## src/rtl/fetch_pkg.sv

```systemverilog
// Shared types and constants for the instruction-fetch stage.
// Holds the fetch FSM state enum, the NOP encoding and the vector helper.
package fetch_pkg;

  typedef enum logic {
    ST_RUN = 1'b0,
    ST_ISR = 1'b1
  } fetch_state_e;

  localparam logic [31:0] NOP_INSTR = 32'h0000_0013;
  localparam logic [31:0] PC_STEP   = 32'd4;
  localparam int          IRQ_IDX_W = 4;

  // Word-spaced vector slot: base + 4*idx.
  function automatic logic [31:0] irq_vector(input logic [31:0]          base,
                                             input logic [IRQ_IDX_W-1:0] idx);
    return base + {26'd0, idx, 2'b00};
  endfunction

endpackage

```

## src/rtl/fetch_stage_if.sv

```systemverilog
// Signal bundle between the fetch stage and its surroundings (imem, EX/ID control, IRQ lines).
// master = fetch stage side, slave = pipeline/memory/interrupt-controller side.
interface fetch_stage_if #(
  parameter int NUM_IRQ = 4
);
  logic [31:0]        o_imem_pc;
  logic [31:0]        i_imem_instr;
  logic               i_stall;
  logic               i_flush;
  logic [31:0]        i_redirect_pc;
  logic               i_mret;
  logic               i_ctrl_pending;
  logic [NUM_IRQ-1:0] i_irq;
  logic               i_irq_en;
  logic [NUM_IRQ-1:0] o_irq_ack;
  logic [31:0]        o_epc;
  logic               o_in_isr;
  logic               o_id_valid;
  logic [31:0]        o_id_pc;
  logic [31:0]        o_id_instr;

  modport master (
    output o_imem_pc, o_irq_ack, o_epc, o_in_isr, o_id_valid, o_id_pc, o_id_instr,
    input  i_imem_instr, i_stall, i_flush, i_redirect_pc, i_mret, i_ctrl_pending,
           i_irq, i_irq_en
  );

  modport slave (
    input  o_imem_pc, o_irq_ack, o_epc, o_in_isr, o_id_valid, o_id_pc, o_id_instr,
    output i_imem_instr, i_stall, i_flush, i_redirect_pc, i_mret, i_ctrl_pending,
           i_irq, i_irq_en
  );
endinterface

```

## src/rtl/fetch_stage_irq_prio_enc.sv

```systemverilog
// Fixed-priority interrupt encoder: lowest set request index wins.
// Purely combinational; produces one-hot grant, binary index and an any-request flag.
module irq_prio_enc
  import fetch_pkg::*;
#(
  parameter int NUM_IRQ = 4
) (
  input  logic [NUM_IRQ-1:0]   req,
  output logic [NUM_IRQ-1:0]   grant,
  output logic [IRQ_IDX_W-1:0] idx,
  output logic                 any
);

  // Scan from the top down so the lowest-index request is the last writer.
  always_comb begin
    grant = '0;
    idx   = '0;
    any   = 1'b0;
    for (int i = NUM_IRQ - 1; i >= 0; i--) begin
      if (req[i]) begin
        grant    = '0;
        grant[i] = 1'b1;
        idx      = IRQ_IDX_W'(i);
        any      = 1'b1;
      end
    end
  end

endmodule

```

## src/rtl/fetch_stage.sv

```systemverilog
// Instruction fetch: owns the PC, fills IF/ID, and handles flush, mret and interrupt entry.
// Define FETCH_VECTORED_IRQ_EN for per-line vectors (TVEC_BASE + 4*idx); otherwise all lines use TVEC_BASE.
module fetch_stage
  import fetch_pkg::*;
#(
  parameter logic [31:0] RESET_PC  = 32'h0000_0000,
  parameter logic [31:0] TVEC_BASE = 32'h0000_0100,
  parameter int          NUM_IRQ   = 4
) (
  input  logic          i_clk,
  input  logic          in_rst,
  fetch_stage_if.master bus
);

`ifdef FETCH_VECTORED_IRQ_EN
  localparam logic [IRQ_IDX_W-1:0] IDX_MASK = '1;
`else
  localparam logic [IRQ_IDX_W-1:0] IDX_MASK = '0;
`endif

  fetch_state_e       state_q, state_d;
  logic [31:0]        pc_q, pc_d;
  logic [31:0]        epc_q, epc_d;
  logic               id_valid_q, id_valid_d;
  logic [31:0]        id_pc_q, id_pc_d;
  logic [31:0]        id_instr_q, id_instr_d;
  logic [NUM_IRQ-1:0] ack_q, ack_d;

  logic [NUM_IRQ-1:0]   irq_grant;
  logic [IRQ_IDX_W-1:0] irq_idx;
  logic                 irq_any;
  logic                 trap;
  logic [31:0]          vec_pc;

  irq_prio_enc #(.NUM_IRQ(NUM_IRQ)) u_prio (
    .req   (bus.i_irq),
    .grant (irq_grant),
    .idx   (irq_idx),
    .any   (irq_any)
  );

  assign vec_pc = irq_vector(TVEC_BASE, irq_idx & IDX_MASK);

  // Trap only on a quiet cycle so the saved epc is never a PC that is about to be squashed.
  assign trap = (state_q == ST_RUN) && bus.i_irq_en && irq_any && !bus.i_ctrl_pending &&
                !bus.i_stall && !bus.i_flush && !bus.i_mret;

  always_comb begin
    state_d    = state_q;
    pc_d       = pc_q;
    epc_d      = epc_q;
    id_valid_d = id_valid_q;
    id_pc_d    = id_pc_q;
    id_instr_d = id_instr_q;
    ack_d      = '0;
    if (bus.i_flush) begin
      pc_d       = bus.i_redirect_pc;
      id_valid_d = 1'b0;
    end else if (bus.i_mret) begin
      pc_d       = epc_q;
      id_valid_d = 1'b0;
      if (state_q == ST_ISR) begin
        state_d = ST_RUN;
      end
    end else if (trap) begin
      epc_d      = id_valid_q ? id_pc_q : pc_q;
      pc_d       = vec_pc;
      id_valid_d = 1'b0;
      state_d    = ST_ISR;
      ack_d      = irq_grant;
    end else if (!bus.i_stall) begin
      pc_d       = pc_q + PC_STEP;
      id_valid_d = 1'b1;
      id_pc_d    = pc_q;
      id_instr_d = bus.i_imem_instr;
    end
  end

  always_ff @(posedge i_clk or negedge in_rst) begin
    if (!in_rst) begin
      state_q    <= ST_RUN;
      pc_q       <= RESET_PC;
      epc_q      <= '0;
      id_valid_q <= 1'b0;
      id_pc_q    <= '0;
      id_instr_q <= NOP_INSTR;
      ack_q      <= '0;
    end else begin
      state_q    <= state_d;
      pc_q       <= pc_d;
      epc_q      <= epc_d;
      id_valid_q <= id_valid_d;
      id_pc_q    <= id_pc_d;
      id_instr_q <= id_instr_d;
      ack_q      <= ack_d;
    end
  end

  assign bus.o_imem_pc  = pc_q;
  assign bus.o_epc      = epc_q;
  assign bus.o_id_valid = id_valid_q;
  assign bus.o_id_pc    = id_pc_q;
  assign bus.o_id_instr = id_instr_q;
  assign bus.o_irq_ack  = ack_q;
  assign bus.o_in_isr   = (state_q == ST_ISR);

endmodule

```

## src/flat_wrapper.sv

```systemverilog
// flat-port wrapper written by rule: the top's interface ports become plain ports
module fetch_stage_flat import fetch_pkg::*;
#(
  parameter logic [31:0] RESET_PC  = 32'h0000_0000,
  parameter logic [31:0] TVEC_BASE = 32'h0000_0100,
  parameter int          NUM_IRQ   = 4
)
  (i_clk, in_rst, bus_o_imem_pc, bus_o_irq_ack, bus_o_epc, bus_o_in_isr, bus_o_id_valid, bus_o_id_pc, bus_o_id_instr, bus_i_imem_instr, bus_i_stall, bus_i_flush, bus_i_redirect_pc, bus_i_mret, bus_i_ctrl_pending, bus_i_irq, bus_i_irq_en);
  fetch_stage_if #(.NUM_IRQ(NUM_IRQ)) bus_i ();
  input  logic i_clk;
  input  logic in_rst;
  output wire logic [$bits(bus_i.o_imem_pc)-1:0] bus_o_imem_pc;
  output wire logic [$bits(bus_i.o_irq_ack)-1:0] bus_o_irq_ack;
  output wire logic [$bits(bus_i.o_epc)-1:0] bus_o_epc;
  output wire logic [$bits(bus_i.o_in_isr)-1:0] bus_o_in_isr;
  output wire logic [$bits(bus_i.o_id_valid)-1:0] bus_o_id_valid;
  output wire logic [$bits(bus_i.o_id_pc)-1:0] bus_o_id_pc;
  output wire logic [$bits(bus_i.o_id_instr)-1:0] bus_o_id_instr;
  input wire logic [$bits(bus_i.i_imem_instr)-1:0] bus_i_imem_instr;
  input wire logic [$bits(bus_i.i_stall)-1:0] bus_i_stall;
  input wire logic [$bits(bus_i.i_flush)-1:0] bus_i_flush;
  input wire logic [$bits(bus_i.i_redirect_pc)-1:0] bus_i_redirect_pc;
  input wire logic [$bits(bus_i.i_mret)-1:0] bus_i_mret;
  input wire logic [$bits(bus_i.i_ctrl_pending)-1:0] bus_i_ctrl_pending;
  input wire logic [$bits(bus_i.i_irq)-1:0] bus_i_irq;
  input wire logic [$bits(bus_i.i_irq_en)-1:0] bus_i_irq_en;
  assign bus_o_imem_pc = bus_i.o_imem_pc;
  assign bus_o_irq_ack = bus_i.o_irq_ack;
  assign bus_o_epc = bus_i.o_epc;
  assign bus_o_in_isr = bus_i.o_in_isr;
  assign bus_o_id_valid = bus_i.o_id_valid;
  assign bus_o_id_pc = bus_i.o_id_pc;
  assign bus_o_id_instr = bus_i.o_id_instr;
  assign bus_i.i_imem_instr = bus_i_imem_instr;
  assign bus_i.i_stall = bus_i_stall;
  assign bus_i.i_flush = bus_i_flush;
  assign bus_i.i_redirect_pc = bus_i_redirect_pc;
  assign bus_i.i_mret = bus_i_mret;
  assign bus_i.i_ctrl_pending = bus_i_ctrl_pending;
  assign bus_i.i_irq = bus_i_irq;
  assign bus_i.i_irq_en = bus_i_irq_en;
  fetch_stage #(.RESET_PC(RESET_PC), .TVEC_BASE(TVEC_BASE), .NUM_IRQ(NUM_IRQ)) u_core (.i_clk(i_clk), .in_rst(in_rst), .bus(bus_i));
endmodule
```

## config.mk

```make
export PLATFORM = sky130hd
export DESIGN_NAME = fetch_stage_flat
export DESIGN_NICKNAME = d
export VERILOG_FILES = /design/src/rtl/fetch_pkg.sv /design/src/rtl/fetch_stage_if.sv /design/src/rtl/fetch_stage_irq_prio_enc.sv /design/src/rtl/fetch_stage.sv /design/src/flat_wrapper.sv
export SDC_FILE = /design/constraint.sdc
export NUM_CORES = 1
export LEC_CHECK = 0
export ABC_AREA = 1
export BUFFER_PORTS_ARGS = -buffer_cell sky130_fd_sc_hd__buf_2
export CORE_MARGIN = 8
export CORE_UTILIZATION = 56
export DETAILED_ROUTE_END_ITERATION = 16
export PLACE_DENSITY = 0.95
export SYNTH_ARGS = -nofsm -noshare
export SYNTH_HDL_FRONTEND = slang
export SYNTH_HIERARCHICAL = 1
export SYNTH_SLANG_ARGS = --single-unit
```

## constraint.sdc

```tcl
create_clock -name i_clk -period 3.3 [get_ports i_clk]
set_input_delay 0.66 -clock i_clk [delete_from_list [all_inputs] [get_ports i_clk]]
set_output_delay 0.66 -clock i_clk [all_outputs]
set_load 0.01 [all_outputs]
```

==> results of run 1 <==
flip-flops by register name, indices dropped and copies added, names as in the netlist:
register	count
u_core/bus.o_irq_ack	4
u_core/bus.o_id_instr	32
u_core/bus.o_imem_pc	32
u_core/bus.o_epc	32
u_core/bus.o_in_isr	1
u_core/bus.o_id_valid	1
u_core/bus.o_id_pc	32
per-stage QoR:
stage                     total power [uW]  hold slack (ps)  worst slack, ps  util (%)
after floorplan                       2830              364             1570         -
after global placement                3390              448             1010      66.2
after detailed placement              3440              453              966      66.2
after CTS                             5350              233             1390      71.1
after global routing                  5600              252             1220      71.1
final                                 5340              211             1330      71.1
cells in the final DEF (no fill, tap or decap), types with 5 or more instances in the layout:
master,count
nand4_1,5
o211ai_1,14
buf_2,207
a22oi_1,9
inv_2,6
clkbuf_16,17
nand2_1,264
o21ai_0,50
inv_1,75
nand3_1,75
nor2_1,78
o21ai_1,22
buf_4,9
a221oi_1,13
dfrtp_1,131
nor2_4,9
a21oi_1,18
a31oi_1,22
report_power, final:
| part | leakage, uW | switching, uW | internal (uW) | total, uW |
|---|---|---|---|---|
| registers | 0.00165 | 279 | 1950 | 2230 |
| clock network | 0.000290 | 677 | 1220 | 1900 |
| logic | 0.00247 | 758 | 457 | 1220 |
| total | 0.00440 | 1710 | 3630 | 5340 |
metal layers:
layer / vias up / track usage (%) / share of wire (%)
li1: 3210 / - / -
met1: 3316 / 34.4 / 38
met2: 485 / 45.0 / 48
met3: 79 / 8.40 / 11
met4: 0 / 12.2 / 3.1
met5: - / 0 / 0
worst max-delay path, stage by stage:
cell and delay, ps:
buf_2 110, nor2_1 100, nand3_1 100, inv_1 110, nor2_4 40, nand4_4 100, nand2_4 110, inv_2 280
buf_4 390, nand3_1 120, nand3_1 80, nand2_1 50, nand2_1 70
worst max-delay path by stage:
stage,slack [ps],cells after the start,endpoint,from
after floorplan,1570,12,u_core/bus.o_id_pc[22],bus_i_irq[3]
after global placement,1010,13,u_core/bus.o_imem_pc[19],bus_i_irq[3]
after detailed placement,970,13,u_core/bus.o_imem_pc[19],bus_i_irq[3]
after CTS,1390,13,u_core/bus.o_imem_pc[19],bus_i_irq[3]
after global routing,1220,11,u_core/bus.o_imem_pc[30],bus_i_irq[3]
final,1330,13,u_core/bus.o_imem_pc[19],bus_i_irq[3]
final cells by class:
| type | instances | area (sq um) | share of cell area, % |
|---|---|---|---|
| clock buffer | 22 | 464 | 5.48 |
| multi-input combinational | 602 | 2860 | 33.8 |
| inverter | 81 | 304 | 3.59 |
| timing repair buffer | 220 | 1170 | 13.9 |
| tap | 147 | 184 | 2.17 |
| sequential | 134 | 3360 | 39.6 |
| clock inverter | 9 | 126 | 1.49 |
==> flow_metrics.py, run 1 <==
metrics = {
    "detailed_routing": {
        "routed_via_density": 5.84,
        "wire_per_inst_microns": 18.4,
        "wl_microns": 22400,
        "num_vias": 7090,
        "drtIter0Drc": 984,
        "dr.pass1.iters": 5,
        "ant_nets": 0,
        "post-route-drc-count": 0,
    },
    "floorplan": {
        "initial_core_util_pct": 56.9,
        "num_rows": 40,
        "coreArea_sq_um": 11900,
        "die_w_microns": 126,
        "dieArea_sq_um": 15900,
        "die_h_microns": 126,
        "pin_count": 209,
    },
    "placed_design": {
        "port_buffers": 208,
        "dpl.hpwl_microns": 15700,
        "placed_area_sq_um": 7880,
        "place.gp.congestion": 0.935,
        "dp_cells": 1184,
    },
    "grt": {
        "overflow": 0,
        "grt_pass1_wl_microns": 35800,
        "grt_max_degree": 63,
        "antenna_found_initial": 0,
        "grt_pass1_vias": 6938,
        "gr-usage-all-layers_pct": 28.1,
    },
    "critical_path": {
        "rr_startpoint": "u_core/bus.o_imem_pc[2]",
        "worstSetupPathType": "in -> reg",
        "required_ps": 3650,
        "crit_fanout": 31,
        "endpoint_kind": "flop",
        "crit_path_start_kind": "primary input",
        "rr_endpoint": "u_core/bus.o_imem_pc[20]",
        "worstPathArrival_ps": 2330,
        "rrSetupSlack_ps": 1390,
        "reg2reg_depth": 8,
    },
    "pwr": {
        "peakVddDrop_uv": 342,
        "leakagePower_uw": 0.00440,
        "powerDensity_nw_per_um2": 630,
    },
    "finish": {
        "stdcell_count": 1215,
        "drive_gt1_share_pct": 26.1,
        "fillers": 935,
        "area_growth_pct": 25.1,
        "final_area_sq_um": 8470,
        "final_nets": 1132,
        "diodes": 0,
    },
    "clocking": {
        "clk_latency_ps": 410,
        "clock-sinks": 134,
        "clk_path_buf_depth": 2,
        "clockRootBuffer": "clkbuf_16",
        "hold_buffers": 0,
        "cts_buffers": 17,
        "htreeDepth": 4,
        "cts-resized-gates": 0,
        "clkTransAtPathRegs_ps": 60,
        "post_cts_buffers": 0,
        "cts_tree": "done",
    },
    "sta": {
        "worstMarginPinSlew_ps": 887,
        "tns_ps": 0,
        "slew_viol_final": 0,
        "fin_crit_sh_pct": 59.8,
        "max_freq_mhz": 506,
        "period_needed_ps": 1970,
        "rsz0062_at_grt": "no",
        "finClkSkew_ps": 6.02,
        "hold_viol_final": 0,
        "setup_viol": 0,
        "relSlewSlack_pct": 40.8,
    },
    "flow_run": {
        "cap_violations": 0,
    },
    "worst_hold_path": {
        "hold_path.class": "in -> async",
    },
    "yosys": {
        "syn-cell-area_sq_um": 6770,
        "syn-num-nets": 940,
        "syn_area_per_cell_sq_um": 7.84,
        "ys.warnings.count": 6,
        "synthCells": 864,
    },
    "outcome": {
        "outcome": "finished clean",
    },
}
No activity file was read; power rests on OpenSTA's default activity.
==> run 2, diff against run 1 <==
- CORE_UTILIZATION: 56 -> 47
- PLACE_DENSITY: 0.95 -> 0.87
- clock period: 3.3 -> 1.65 ns (I/O delays scaled with it)
==> run 2 against run 1 <==
Total power increased by 110%. Worst setup slack got worse by 1300 ps. Global-route usage decreased by 3.7 points. Register-to-register slack worse by 1400 ps. Count of clock-buffer cells in the layout down 2. Flip-flop and latch count unchanged. Largest power group unchanged. Critical path depth shrank 6. Core utilization down 8.6 points. Final area rose by 5.6%. Sequential power is 97% higher.
==> flow_metrics.py, run 2 (same netlist as run 1, synthesis figures left out) <==
metrics = {
    "outcome": {
        "outcome": "finished clean",
    },
    "finish": {
        "diodes": 0,
        "area_growth_pct": 32.1,
        "multi_input_area_sq_um": 2910,
        "final_common_cell": "nand2_1",
        "final_nets": 1163,
        "most-common-layout-cells": "262 x nand2_1, 207 x buf_2, 128 x dfrtp_1",
        "stdcell_count": 1284,
        "drive_gt1_share_pct": 29.5,
        "regArea_sq_um": 3360,
        "final_area_sq_um": 8950,
        "fillers": 1201,
    },
    "placed_design": {
        "place_ws_ps": -48.0,
        "place.gp.congestion": 0.961,
        "dp_cells": 1245,
        "port_buffers": 208,
        "placed_area_sq_um": 8190,
        "dpl.hpwl_microns": 16600,
    },
    "critical_path": {
        "crit_path_start_kind": "flop",
        "reg2reg_depth": 7,
        "required_ps": 1950,
        "critPathBufInv": 2,
        "critPathTopFamily": "simple AND/OR/NAND/NOR gates",
        "endpoint_kind": "flop",
        "cp.depth": 7,
        "worstPathArrival_ps": 1930,
        "path_common_cell": "buf_4",
        "rrSetupSlack_ps": 10,
        "max_stage_delay_ps": 350,
        "slowest_stage": "dfrtp_1",
        "crit_fanout": 5,
        "crit_path_cell_trace": "buf_4 > nand3_2 > nor2_4 > nand3_4 > buf_4 > o31ai_1 > a21oi_1",
        "worstSetupPathType": "reg -> reg",
    },
    "sta": {
        "hold_viol_final": 0,
        "slew_viol_final": 0,
        "max_freq_mhz": 611,
        "fin_crit_sh_pct": 99.2,
        "rsz0062_at_grt": "yes",
        "setup_viol": 0,
        "whs_ps": 122,
        "tns_ps": 0,
        "finClkSkew_ps": 9.77,
        "relSlewSlack_pct": 72.3,
        "period_needed_ps": 1640,
        "worstMarginPinSlew_ps": 415,
        "setup_slack_ps": 12.6,
    },
    "grt": {
        "antenna_found_initial": 0,
        "grt_pass1_vias": 6694,
        "gr-usage-all-layers_pct": 24.3,
        "grt_max_degree": 46,
        "grt_pass1_wl_microns": 35200,
        "overflow": 0,
    },
    "floorplan": {
        "initial_core_util_pct": 47.3,
        "die_h_microns": 136,
        "pin_count": 209,
        "coreArea_sq_um": 14300,
        "die_w_microns": 136,
        "dieArea_sq_um": 18500,
        "num_rows": 44,
    },
    "detailed_routing": {
        "drtIter0Drc": 719,
        "ant_nets": 0,
        "num_vias": 6927,
        "routed_via_density": 5.39,
        "wire_per_inst_microns": 17.6,
        "dr.pass1.iters": 8,
        "post-route-drc-count": 0,
        "wl_microns": 22600,
    },
    "worst_hold_path": {
        "whs_path_depth": 3,
        "hold_path.class": "in -> reg",
    },
    "flow_run": {
        "cap_violations": 0,
    },
    "clocking": {
        "clk_latency_ps": 420,
        "cts_tree": "done",
        "htreeDepth": 4,
        "clock-sinks": 134,
        "clk_path_buf_depth": 2,
        "cts_buffers": 17,
        "clkTransAtPathRegs_ps": 60,
        "clockRootBuffer": "clkbuf_16",
    },
    "pwr": {
        "powerDensity_nw_per_um2": 1250,
        "leakagePower_uw": 0.00460,
        "peakVddDrop_uv": 708,
    },
}
run 2: cell types whose count changed in the layout (fill, tap and decap cells not counted), moves of 3 or more:
cell | previous run | this run
buf_12 | 3 | 9
dfrtp_1 | 131 | 128
nor2_1 | 78 | 74
dfrtp_2 | 0 | 3
nor2_2 | 4 | 8
buf_4 | 9 | 32
run 2: metal layers:
metal	part of all wire (%)	GRT usage [%]	vias up
li1	-	-	3270
met1	40	30.9	3264
met2	48	39.5	361
met3	10	6.73	32
met4	1.8	7.50	0
met5	0	0	-
run 2: path summary, 6_finish.rpt:
check,from,endpoint
worst max register to register,u_core/bus.o_imem_pc[2],u_core/bus.o_imem_pc[13]
worst max-delay path,u_core/bus.o_imem_pc[2],u_core/bus.o_imem_pc[13]
max in group asynchronous,in_rst,u_core/bus.o_id_instr[0]
worst min register to register,u_core/bus.o_id_instr[1],u_core/bus.o_id_instr[1]
min in group asynchronous,in_rst,u_core/bus.o_id_pc[3]
worst min-delay path,bus_i_imem_instr[1],u_core/bus.o_id_instr[1]
run 2: layout make-up:
| class | instances | area share [%] |
|---|---|---|
| clock inverter | 12 | 2.24 |
| clock buffer | 20 | 5.10 |
| tap | 184 | 2.57 |
| inverter | 81 | 3.40 |
| multi-input combinational | 602 | 32.5 |
| timing repair buffer | 251 | 16.6 |
| sequential | 134 | 37.6 |
run 2: report_power, final:
part	switching (uW)	internal (uW)	leakage [uW]
combinational	1560	1000	0.00264
sequential	496	3900	0.00164
clock	1450	2760	0.000313
total	3500	7670	0.00460
run 2: what timing repair did:
action	CTS	global route
hold buffers	1	0
buffers inserted	0	6
hold endpoints to repair	31	0
setup endpoints to repair	0	17
resized for setup	0	15
run 2: per-stage QoR:
stage / total power, uW / utilization, %
2_1_floorplan: 5670 / -
3_3_place_gp: 6890 / 57.2
3_5_place_dp: 6980 / 57.2
4_1_cts: 11200 / 61.9
5_1_grt: 11700 / 62.5
6_report: 11200 / 62.5
run 2: worst register-to-register path, delay by kind of cell (launching register included):
kind	cells	cell delay, ps
AO/OA/AOI/OAI	2	310
buffers and inverters	2	330
flip-flops	1	350
AND/OR/NAND/NOR	3	510
